--- config.mk ---
export PLATFORM = sky130hd
export DESIGN_NAME = fetch_unit
export DESIGN_NICKNAME = d
export VERILOG_FILES = /design/src/rtl/fetch_pkg.sv /design/src/rtl/fetch_fifo.sv /design/src/rtl/fetch_unit.sv
export SDC_FILE = /design/constraint.sdc
export NUM_CORES = 1
export LEC_CHECK = 0
export BUFFER_PORTS_ARGS = -buffer_cell sky130_fd_sc_hd__buf_2
export CORE_MARGIN = 3
export CORE_UTILIZATION = 46
export DETAILED_ROUTE_END_ITERATION = 8
export PLACE_DENSITY = 0.68
export SLEW_MARGIN = 25
export SYNTH_ARGS = -nofsm -noshare
export SYNTH_HDL_FRONTEND = slang
export SYNTH_SLANG_ARGS = --single-unit
--- constraint.sdc ---
create_clock -name clk -period 2.5 [get_ports clk]
set_clock_uncertainty 0.1 [all_clocks]
set_input_delay 0.25 -clock clk [delete_from_list [all_inputs] [get_ports clk]]
set_output_delay 0.25 -clock clk [all_outputs]
set_load 0.005 [all_outputs]
--- src/rtl/fetch_pkg.sv ---
// Shared defaults and the prefetch FIFO payload type for the fetch front end.
package fetch_pkg;

    localparam int unsigned DEFAULT_PC_W     = 8;
    localparam int unsigned DEFAULT_INSTR_W  = 16;
    localparam int unsigned DEFAULT_RESET_PC = 0;

    typedef struct packed {
        logic [DEFAULT_PC_W-1:0]    pc;
        logic [DEFAULT_INSTR_W-1:0] instr;
    } fetch_entry_t;

endpackage

--- src/rtl/fetch_fifo.sv ---
// Synchronous prefetch FIFO; pointers carry a wrap bit so full and empty are distinct.
module fetch_fifo
    import fetch_pkg::*;
#(
    parameter int unsigned DEPTH   = 4,
    parameter type         entry_t = fetch_entry_t
) (
    input  logic                     clk,
    input  logic                     rst_n,
    input  logic                     push_i,
    input  entry_t                   push_data_i,
    input  logic                     pop_i,
    input  logic                     flush_i,
    output logic [$clog2(DEPTH):0]   count_o,
    output entry_t                   head_o
);

    localparam int unsigned AW = $clog2(DEPTH);

    logic [AW:0] wr_ptr_q, wr_ptr_d;
    logic [AW:0] rd_ptr_q, rd_ptr_d;
    entry_t      mem_q [DEPTH];

    assign count_o = wr_ptr_q - rd_ptr_q;
    assign head_o  = mem_q[rd_ptr_q[AW-1:0]];

    // Flush wins over a same-cycle push or pop.
    always_comb begin
        wr_ptr_d = wr_ptr_q;
        rd_ptr_d = rd_ptr_q;
        if (flush_i) begin
            wr_ptr_d = '0;
            rd_ptr_d = '0;
        end else begin
            if (push_i) begin
                wr_ptr_d = wr_ptr_q + (AW+1)'(1);
            end
            if (pop_i && (count_o != '0)) begin
                rd_ptr_d = rd_ptr_q + (AW+1)'(1);
            end
        end
    end

    always_ff @(posedge clk or negedge rst_n) begin
        if (!rst_n) begin
            wr_ptr_q <= '0;
            rd_ptr_q <= '0;
        end else begin
            wr_ptr_q <= wr_ptr_d;
            rd_ptr_q <= rd_ptr_d;
        end
    end

    always_ff @(posedge clk) begin
        if (push_i && !flush_i) begin
            mem_q[wr_ptr_q[AW-1:0]] <= push_data_i;
        end
    end

endmodule

--- src/rtl/fetch_unit.sv ---
// Instruction fetch front end: PC, one-deep in-flight tracking, prefetch FIFO to decode.
// Optional bubble counter output perf_bubbles is built when FETCH_PERF_EN is defined.
module fetch_unit
    import fetch_pkg::*;
#(
    parameter int unsigned PC_W       = DEFAULT_PC_W,
    parameter int unsigned INSTR_W    = DEFAULT_INSTR_W,
    parameter int unsigned FIFO_DEPTH = 4,
    parameter int unsigned RESET_PC   = DEFAULT_RESET_PC
) (
    input  logic               clk,
    input  logic               rst_n,
    output logic               imem_req,
    output logic [PC_W-1:0]    imem_addr,
    input  logic [INSTR_W-1:0] imem_rdata,
    input  logic               redirect_valid,
    input  logic [PC_W-1:0]    redirect_pc,
    output logic               id_valid,
    input  logic               id_ready,
    output logic [INSTR_W-1:0] id_instr,
    output logic [PC_W-1:0]    id_pc
`ifdef FETCH_PERF_EN
    ,
    output logic [15:0]        perf_bubbles
`endif
);

    localparam int unsigned     CW         = $clog2(FIFO_DEPTH) + 1;
    localparam logic [CW-1:0]   DEPTH_C    = CW'(FIFO_DEPTH);
    localparam logic [PC_W-1:0] RESET_ADDR = PC_W'(RESET_PC);

    typedef struct packed {
        logic [PC_W-1:0]    pc;
        logic [INSTR_W-1:0] instr;
    } entry_t;

    logic [PC_W-1:0] pc_q, pc_d;
    logic            inflight_q, inflight_d;
    logic [PC_W-1:0] inflight_pc_q, inflight_pc_d;

    logic [CW-1:0]   count;
    logic [CW-1:0]   occupancy;
    entry_t          head;
    entry_t          push_entry;
    logic            issue;
    logic            push;
    logic            pop;

    // The in-flight read already owns a FIFO slot, so a push never finds it full.
    assign occupancy  = count + CW'(inflight_q);
    assign issue      = rst_n && !redirect_valid && (occupancy < DEPTH_C);
    assign push       = inflight_q && !redirect_valid;
    assign pop        = id_valid && id_ready;
    assign push_entry = '{pc: inflight_pc_q, instr: imem_rdata};

    assign imem_req  = issue;
    assign imem_addr = pc_q;
    assign id_valid  = (count != '0);
    assign id_instr  = id_valid ? head.instr : '0;
    assign id_pc     = id_valid ? head.pc    : '0;

    always_comb begin
        pc_d          = pc_q;
        inflight_d    = issue;
        inflight_pc_d = inflight_pc_q;
        if (redirect_valid) begin
            pc_d = redirect_pc;
        end else if (issue) begin
            pc_d          = pc_q + PC_W'(1);
            inflight_pc_d = pc_q;
        end
    end

    always_ff @(posedge clk or negedge rst_n) begin
        if (!rst_n) begin
            pc_q          <= RESET_ADDR;
            inflight_q    <= 1'b0;
            inflight_pc_q <= '0;
        end else begin
            pc_q          <= pc_d;
            inflight_q    <= inflight_d;
            inflight_pc_q <= inflight_pc_d;
        end
    end

    fetch_fifo #(
        .DEPTH   (FIFO_DEPTH),
        .entry_t (entry_t)
    ) u_fifo (
        .clk         (clk),
        .rst_n       (rst_n),
        .push_i      (push),
        .push_data_i (push_entry),
        .pop_i       (pop),
        .flush_i     (redirect_valid),
        .count_o     (count),
        .head_o      (head)
    );

`ifdef FETCH_PERF_EN
    logic [15:0] perf_q;

    always_ff @(posedge clk or negedge rst_n) begin
        if (!rst_n) begin
            perf_q <= '0;
        end else if (id_ready && !id_valid && (perf_q != '1)) begin
            perf_q <= perf_q + 16'd1;
        end
    end

    assign perf_bubbles = perf_q;
`endif

endmodule
==> reports/summary.txt, run 1 <==
status - finished with violations
violated checks - setup timing
cts bufs inserted - 17
Area Overhead vs Synth - 36.8%
Initial Util - 0.484
GPL Wtd Cong - 0.767
TritonCTS clock tree - done
VDD IR max - 0.708 mV
io pins - 62
Ant. Diodes - 0
top fanout value on the critical path - 11
RSZ-0062 raised after global routing - true
switching power total - 2.34 mW
vias in the first global route - 2894
power share of the combinational group - 0.376
Filler Cell Count - 676
WHS - 0.0303 ns
Pins Over Slew Limit - 0
Syn Inst Count - 264
Critical Path RT - 2.15 ns
Flop pwr share - 0.320
Vias - 2807
Clock transition at path regs - 0.06 ns
post-route antenna net violation count - 0
Via density - 5.25
Syn Area/Cell - 18.3 sq um
max cap viols - 0
Skew-Pair Late Insertion Delay - 0.50 ns
WL final - 9.94 mm
#FFs+latches synth - 119
dpl cells - 464
Final Cell Area - 6630 sq um
first-pass GRT wire length - 15.6 mm
Post-Syn Area - 4840 sq um
Synth Warn # - 0
pre-CTS WS - 0.0111 ns
actual slew at the worst max-slew pin - 0.441 ns
Clock power frac - 0.303
Die Wd - 109 microns
Net Count, Synth - 300
P per Cell Area - 1200 nW/um^2
row cnt - 36
Placed Area - 5420 sq um
most frequent cells in the layout - edfxtp_1, buf_2, dlygate4sd3_1
max_slew headroom - 0.706
CTS Root Buffer Type - clkbuf_8
commonest non-fill, non-tap cell in the layout - edfxtp_1
Post-Route Utilization - 0.663
die area - 11800 sq um
gr usage total - 0.182
distinct cell type count after synthesis - 38
nature of the critical path endpoint - output pin
overall power - 7.95 mW
switching share of power - 0.294
Worst Hold Class - in -> async
nets - 425
Final Critical Period - 2.75 ns
post-synthesis sequential area ratio - 0.714
Core ar. - 10000 sq um
CP Class - reg -> out
Final Worst Setup Slack - -0.252 ns
period utilization - 1.10
crit start category - flop
drt initial violations - 155
Post-Layout Cell Count - 535
DR WL/cell - 18.6 microns
share of layout cells above drive strength 1 - 0.443
H-tree level count - 4
Worst Path Arrival - 2.40 ns
Die Y - 109 microns
post-DP HPWL - 5.41 mm
antenna violations before repair - 0
largest net degree at the start of global routing - 27
IO Port Bufs - 61
Clock Path Buffers - 2
Fin Setup TNS - -5.88 ns
Final Hold Viols - 0
final setup violation count - 32
DR DRC count - 0
total grt overflow - 0
LEAKAGE - 2.52 nW
clock tree sinks - 119
f_max - 0.363 GHz
1st-pass router iterations - 4
Internal - 5.61 mW
## path summary, 6_finish.rpt
path                       depth (start not counted)                   to                from  slack (ns)
max reg2reg                                        9         imem_addr[4]  u_fifo.rd_ptr_q[0]       -0.12
min reg2reg                                        0  u_fifo.mem_q[3][20]    inflight_pc_q[4]        0.43
max                                                8             imem_req  u_fifo.rd_ptr_q[0]       -0.25
max in group asynchronous                          3   u_fifo.rd_ptr_q[0]               rst_n        1.74
min in group clk                                   4   u_fifo.rd_ptr_q[2]            id_ready        0.03
min                                                2   u_fifo.rd_ptr_q[2]               rst_n        0.03
## routing by layer
| layer | GRT usage | up-vias | wire length (microns) | part of all wire |
|---|---|---|---|---|
| met5 | 0 | - | 0 | 0 |
| met4 | 0.0649 | 0 | 110 | 0.011 |
| met3 | 0.0418 | 13 | 535 | 0.054 |
| met2 | 0.313 | 104 | 5120 | 0.51 |
| met1 | 0.227 | 1405 | 4180 | 0.42 |
| li1 | - | 1285 | - | - |
## power groups by stage
stage          Clock [mW]  Sequential, mW  Combinational (mW)
3_3_place_gp            0            2.55                1.82
4_1_cts              2.45            2.54                2.72
2_1_floorplan           0            2.52                1.08
3_5_place_dp            0            2.57                1.85
6_report             2.41            2.55                2.99
5_1_grt              2.53            2.57                3.23
## timing repair
item	CTS	global route
cloned	3	1
resized for setup	24	24
endpoints found under the setup margin	30	32
pin swaps	1	7
hold buffers	26	0
hold endpoints to repair	101	0
buffers inserted	6	4
## logic make-up after synthesis
logic type	after synthesis	share of synthesized area
AOI/OAI and AO/OA	17	0.0245
xor gates and xnor gates	6	0.0158
adders and majority gates	8	0.0222
buffers and inverters	16	0.0152
DFF	119	0.714
muxes	34	0.134
and+or+nand+nor	64	0.0736
## state kept, by name (all words and copies together) (netlist names)
| name | cells |
|---|---|
| u_fifo.wr_ptr_q | 3 |
| imem_addr | 8 |
| u_fifo.mem_q | 96 |
| inflight_pc_q | 8 |
| inflight_q | 1 |
| u_fifo.rd_ptr_q | 3 |
## worst max-delay path, cell delays in order (launching register included)
cell,delay [ns]
dfrtp_2,0.42
ha_4,0.16
fa_2,0.32
xor3_2,0.29
buf_12,0.16
xor2_4,0.17
nor2_2,0.13
buf_12,0.15
buf_6,0.10
## final cells by class
cell class                 instances  area, sq um  area share
tap                              133          166      0.0251
clock inverter                    13          174      0.0262
multi-input combinational        129         1460       0.221
clock buffer                      19          422      0.0636
sequential                       119         3460       0.522
inverter                           5         21.3     0.00321
timing repair buffer             117          922       0.139
## cell usage after synthesis
cell / n / area share
mux2_2: 8 / 0.019
buf_4: 1 / 0.0016
and4_1: 1 / 0.0018
xnor2_1: 1 / 0.0018
nor2_2: 1 / 0.0013
mux4_2: 24 / 0.11
edfxtp_1: 96 / 0.60
o211a_1: 1 / 0.0021
buf_1: 1 / 0.00077
o311ai_0: 1 / 0.0018
dlygate4sd3_1: 1 / 0.0021
clkbuf_1: 5 / 0.0039
a31oi_1: 5 / 0.0065
or4_1: 3 / 0.0047
nand2b_1: 1 / 0.0013
xor2_1: 3 / 0.0054
nor3b_1: 1 / 0.0016
o21ai_0: 4 / 0.0041
or3_1: 2 / 0.0026
nand3_1: 2 / 0.0021
or3_2: 1 / 0.0016
o41ai_1: 1 / 0.0018
nor2_1: 12 / 0.0093
o211ai_1: 2 / 0.0031
fa_1: 1 / 0.0041
ha_1: 7 / 0.018
buf_2: 3 / 0.0031
nor2b_1: 25 / 0.032
a221o_1: 1 / 0.0021
nand4_1: 3 / 0.0039
mux2i_1: 2 / 0.0041
dfrtp_1: 23 / 0.12
inv_1: 5 / 0.0039
and2_1: 4 / 0.0052
xor2_2: 1 / 0.0034
nand2_1: 8 / 0.0062
xor3_2: 1 / 0.0052
o31ai_1: 2 / 0.0031
Note: power is estimated with default switching activity, not from simulation.
==> run 2, diff against run 1 <==
Clock period 2.5 ns to 2.35 ns, I/O delays scaled along.
==> run 2 against run 1 <==
  * The flow still finishes with violations (setup timing)
  * Sequential power increased by 6%
  * Combinational power decreased by 4%
  * Total power increased by 4.8%
  * Sequential share of layout area decreased by 0.059 points
  * Critical endpoint is now id_instr[13]
  * Sequential cell count unchanged
  * Wire length decreased by 0.80%
  * Worst setup slack got worse by 0.070 ns
  * First-iteration DRC count decreased by 11%
  * Register-to-register slack got worse by 0.03 ns
==> reports/summary.txt, run 2 (synthesis results as in run 1) <==
H-tree level count - 4 (unchanged)
Vias - 2772 (was 2807)
max cap viols - 0 (unchanged)
io pins - 62 (unchanged)
LEAKAGE - 2.49 nW (was 2.52 nW)
Via density - 5.18 (was 5.25)
Final Critical Period - 2.67 ns
VDD IR max - 0.811 mV (was 0.708 mV)
Final Hold Viols - 0 (unchanged)
period utilization - 1.14
Pins Over Slew Limit - 0 (unchanged)
Critical Path RT - 2.02 ns (was 2.15 ns)
first-pass GRT wire length - 15.2 mm (was 15.6 mm)
critical path's top delay family - adder cells (unchanged)
P per Cell Area - 1260 nW/um^2 (was 1200 nW/um^2)
vias in the first global route - 2976 (was 2894)
die area - 11800 sq um (unchanged)
commonest non-fill, non-tap cell in the layout - edfxtp_1 (unchanged)
Die Y - 109 microns (unchanged)
Worst Hold Class - in -> async (unchanged)
antenna violations before repair - 0 (unchanged)
CTS Root Buffer Type - clkbuf_8 (unchanged)
pre-CTS WS - -0.0725 ns (was 0.0111 ns)
most frequent cells in the layout - edfxtp_1, buf_2, dlygate4sd3_1 (unchanged)
Fin Setup TNS - -9.34 ns (was -5.88 ns)
Internal - 6.01 mW (was 5.61 mW)
Worst Path Arrival - 2.34 ns (was 2.40 ns)
nets - 425 (unchanged)
row cnt - 36 (unchanged)
Ant. Diodes - 0 (unchanged)
final setup violation count - 41 (was 32)
post-DP HPWL - 5.41 mm (about the same)
DR WL/cell - 18.4 microns (was 18.6 microns)
Clock power frac - 0.329 (was 0.303)
switching power total - 2.32 mW (was 2.34 mW)
WHS - 0.0222 ns (was 0.0303 ns)
largest net degree at the start of global routing - 27 (unchanged)
gr usage total - 0.176 (was 0.182)
Flop pwr share - 0.325 (was 0.320)
WL final - 9.86 mm (was 9.94 mm)
nature of the critical path endpoint - output pin (unchanged)
Clock Path Buffers - 2 (unchanged)
1st-pass router iterations - 4 (unchanged)
crit start category - flop (unchanged)
cts bufs inserted - 17 (unchanged)
critical path, cell by cell - ha_4 > fa_2 > nand2_2 > nor2_4 > buf_6 > clkbuf_16 > nor2b_1 > buf_2 (was ha_4 > fa_2 > xor3_2 > buf_12 > xor2_4 > nor2_2 > buf_12 > buf_6)
TritonCTS clock tree - done (unchanged)
violated checks - setup timing (unchanged)
Die Wd - 109 microns (unchanged)
total grt overflow - 0 (unchanged)
Final Worst Setup Slack - -0.323 ns (was -0.252 ns)
switching share of power - 0.279 (was 0.294)
Area Overhead vs Synth - 37.0% (was 36.8%)
IO Port Bufs - 61 (unchanged)
Initial Util - 0.484 (unchanged)
post-route antenna net violation count - 0 (unchanged)
overall power - 8.33 mW (was 7.95 mW)
GPL Wtd Cong - 0.788 (was 0.767)
clock tree sinks - 119 (unchanged)
Skew-Pair Late Insertion Delay - 0.50 ns (about the same)
power share of the combinational group - 0.346 (was 0.376)
f_max - 0.374 GHz
Slowest Stage Delay on Critical Path - 0.57 ns (was 0.42 ns)
DR DRC count - 0 (unchanged)
drt initial violations - 138 (was 155)
Critical-path top delay cell - fa_2 (was dfrtp_2)
Core ar. - 10000 sq um (unchanged)
max_slew headroom - 0.661 (was 0.706)
Filler Cell Count - 682 (was 676)
Worst Path Buf+Inv - 3 (unchanged)
Clock transition at path regs - 0.06 ns (about the same)
CP Class - reg -> out (unchanged)
status - finished with violations (unchanged)
actual slew at the worst max-slew pin - 0.509 ns (was 0.441 ns)
Largest register FFs - 96 (unchanged)
top fanout value on the critical path - 6 (was 11)
RSZ-0062 raised after global routing - true (unchanged)
share of layout cells above drive strength 1 - 0.435 (was 0.443)
==> run 2: worst paths after layout <==
check	from	endpoint	slack (ns)	depth (start not counted)
setup / recovery	u_fifo.rd_ptr_q[0]	id_instr[13]	-0.32	8
hold / removal	rst_n	imem_addr[6]	0.02	2
setup reg to reg	u_fifo.rd_ptr_q[0]	imem_addr[5]	-0.15	8
hold reg to reg	inflight_pc_q[4]	u_fifo.mem_q[3][20]	0.42	0
max in group asynchronous	rst_n	u_fifo.rd_ptr_q[0]	1.61	3
min in group clk	id_ready	u_fifo.rd_ptr_q[2]	0.04	4
==> run 2: timing repair <==
item / CTS / global route
setup endpoints to repair: 39 / 42
gates resized for setup: 12 / 14
cloned: 2 / 2
endpoints found under the hold margin: 101 / 0
hold buffers: 26 / 0
setup buffers: 7 / 1
pin swaps: 4 / 6
==> run 2: routing by layer <==
metal,share of wire,track usage,vias to the layer above
met4,0.0062,0.0649,0
met2,0.53,0.301,84
met5,0,0,-
met1,0.40,0.215,1399
met3,0.059,0.0460,4
li1,-,-,1285
==> run 2: power by group through the flow <==
stage / Combinational [mW] / Sequential (mW) / Clock (mW)
2_1_floorplan: 1.19 / 2.69 / 0
3_3_place_gp: 2.01 / 2.72 / 0
3_5_place_dp: 2.03 / 2.74 / 0
4_1_cts: 2.62 / 2.70 / 2.79
5_1_grt: 3.13 / 2.73 / 2.87
6_report: 2.88 / 2.70 / 2.74
==> run 2: area by class of cell <==
type	count	area (sq um)	share of cell area
multi-input cells	129	1400	0.211
clock buffers	18	418	0.0630
clock inverters	14	220	0.0332
inverters	5	18.8	0.00283
well taps	133	166	0.0251
repair buffers	117	948	0.143
flip-flops and latches	119	3460	0.522
==> run 2: stage by stage <==
stage          area, sq um   util  cells
2_1_floorplan         4870      -    264
4_1_cts               6520  0.652    532
5_1_grt               6630  0.663    535
6_report              6630  0.663    535
3_5_place_dp          5480  0.548    465
3_3_place_gp          5480  0.548    465
==> run 3, diff against run 2 <==
Settings changed: CORE_UTILIZATION 46 to 45, GPL_TIMING_DRIVEN from default to 0, PLACE_DENSITY 0.68 to 0.67.
==> run 3 against run 2 <==
  * The flow still finishes with violations (setup timing)
  * Critical path depth fell by 1
  * Largest cell class unchanged
  * Sequential share of layout area fell by 0.058 points
  * Utilization fell by 2.6 points
  * Final cell count rose by 1.1%
  * Clock power fell by 11%
  * Die area rose by 2.1%
  * Combinational power rose by 4%
==> reports/summary.txt, run 3 (synthesis results as in run 1) <==
status - finished with violations (unchanged)
violated checks - setup timing (unchanged)
1st-pass router iterations - 4 (unchanged)
Post-Route Utilization - 0.637 (was 0.663)
io pins - 62 (unchanged)
Worst Path Arrival - 2.39 ns (was 2.34 ns)
dpl cells - 461 (was 465)
drt initial violations - 127 (was 138)
R2R Path End - imem_addr[5] (unchanged)
RSZ-0062 raised after global routing - true (unchanged)
CP Class - reg -> out (unchanged)
Largest register FFs - 96 (unchanged)
Die Wd - 110 microns (was 109 microns)
TritonCTS clock tree - done (unchanged)
H-tree level count - 4 (unchanged)
post-route antenna net violation count - 0 (unchanged)
antenna violations before repair - 0 (unchanged)
row cnt - 37 (was 36)
IO Port Bufs - 61 (unchanged)
WL final - 9.84 mm (was 9.86 mm)
Initial Util - 0.465 (was 0.484)
Filler Cell Count - 741 (was 682)
nets - 428 (was 425)
Via density - 5.23 (was 5.18)
max_slew headroom - 0.543 (was 0.661)
f_max - 0.367 GHz (was 0.374 GHz)
VDD IR max - 0.667 mV (was 0.811 mV)
Worst Hold Path Cells - 4
Post-Layout Cell Count - 541 (was 535)
commonest non-fill, non-tap cell in the layout - edfxtp_1 (unchanged)
vias in the first global route - 2942 (was 2976)
first-pass GRT wire length - 15.3 mm (was 15.2 mm)
LEAKAGE - 2.52 nW (was 2.49 nW)
Final Hold Viols - 0 (unchanged)
Core ar. - 10400 sq um (was 10000 sq um)
Critical Path RT - 2.02 ns (about the same)
top fanout value on the critical path - 3 (was 6)
Area Overhead vs Synth - 37.1% (was 37.0%)
cts bufs inserted - 17 (unchanged)
Ant. Diodes - 0 (unchanged)
max cap viols - 0 (unchanged)
Reg2Reg Setup Slack - -0.33 ns (was -0.15 ns)
largest net degree at the start of global routing - 30 (was 27)
most frequent cells in the layout - edfxtp_1, buf_2, dlygate4sd3_1 (unchanged)
nature of the critical path endpoint - output pin (unchanged)
worst hold start - id_ready
final setup violation count - 42 (was 41)
Final Critical Period - 2.73 ns (was 2.67 ns)
origin of the critical flop-to-flop path - u_fifo.rd_ptr_q[0] (unchanged)
CTS Root Buffer Type - clkbuf_8 (unchanged)
GPL Wtd Cong - 0.753 (was 0.788)
total grt overflow - 0 (unchanged)
post-DP HPWL - 5.38 mm (was 5.41 mm)
share of layout cells above drive strength 1 - 0.454 (was 0.435)
WHS Endpoint - u_fifo.rd_ptr_q[2]
worst r2r path cells - 9 (was 8)
Vias - 2832 (was 2772)
Pins Over Slew Limit - 0 (unchanged)
DR WL/cell - 18.2 microns (was 18.4 microns)
Clock transition at path regs - 0.05 ns (was 0.06 ns)
actual slew at the worst max-slew pin - 0.686 ns (was 0.509 ns)
P per Cell Area - 1230 nW/um^2 (was 1260 nW/um^2)
clock tree sinks - 119 (unchanged)
Worst Hold Class - in -> reg (was in -> async)
Clock Path Buffers - 2 (unchanged)
DR DRC count - 0 (unchanged)
period utilization - 1.16 (was 1.14)
Die Y - 110 microns (was 109 microns)
Skew-Pair Late Insertion Delay - 0.52 ns (was 0.50 ns)
gr usage total - 0.173 (was 0.176)
Final Worst Setup Slack - -0.377 ns (was -0.323 ns)
die area - 12000 sq um (was 11800 sq um)
crit start category - flop (unchanged)
==> run 3: how the worst max path moves through the flow <==
| stage | startpoint | to | cells past startpoint |
|---|---|---|---|
| after floorplan | u_fifo.wr_ptr_q[0] | imem_addr[4] | 7 |
| after global placement | u_fifo.wr_ptr_q[0] | id_pc[6] | 8 |
| after detailed placement | u_fifo.wr_ptr_q[0] | id_pc[0] | 8 |
| after CTS | u_fifo.rd_ptr_q[0] | id_pc[1] | 8 |
| after global routing | u_fifo.rd_ptr_q[0] | id_instr[10] | 8 |
| final | u_fifo.rd_ptr_q[0] | imem_req | 7 |
==> run 3: critical path: stages (launching register included) <==
cell     delay (ns)
dfrtp_1        0.43
ha_4           0.19
fa_2           0.34
xor3_2         0.28
buf_6          0.16
xor2_4         0.16
nor2_4         0.18
buf_2          0.15
==> run 3: final cells by class <==
type	instances	area, sq um	area share
Sequential cell	119	3460	0.521
Tap cell	136	170	0.0256
Multi-Input combinational cell	129	1500	0.227
Inverter	5	21.3	0.00320
Timing Repair Buffer	109	811	0.122
Buffer	11	103	0.0155
Clock buffer	19	422	0.0635
Clock inverter	13	150	0.0226
==> run 3: report_power, final <==
part	internal (mW)	switching, mW
Combinational	1.68	1.31
Sequential	2.54	0.171
Clock	1.52	0.923
==> run 3: per-stage QoR <==
step | setup WS (ns) | cell area (sq um) | hold slack [ns] | power, mW | TNS, ns
2_1_floorplan | 0.0320 | 4870 | -0.161 | 3.88 | 0
3_3_place_gp | -0.611 | 5350 | 0.181 | 4.59 | -16.66
3_5_place_dp | -0.659 | 5350 | 0.187 | 4.64 | -14.02
4_1_cts | -0.378 | 6430 | 0.00577 | 7.76 | -10.45
5_1_grt | -0.434 | 6640 | 0.0571 | 8.57 | -15.96
6_report | -0.377 | 6640 | 0.0222 | 8.15 | -13.13
==> run 3: layer usage <==
layer,global-route usage,vias to the layer above,part of all wire
li1,-,1296,-
met1,0.208,1410,0.41
met2,0.302,108,0.52
met3,0.0493,18,0.053
met4,0.0570,0,0.015
met5,0,-,0
==> run 3: what timing repair did <==
item,4_1_cts,5_1_grt
hold endpoints to repair,95,0
pin swaps,12,10
setup endpoints to repair,42,43
hold buffers,27,0
resized for setup,37,44
cloned,4,0
buffers inserted,9,12
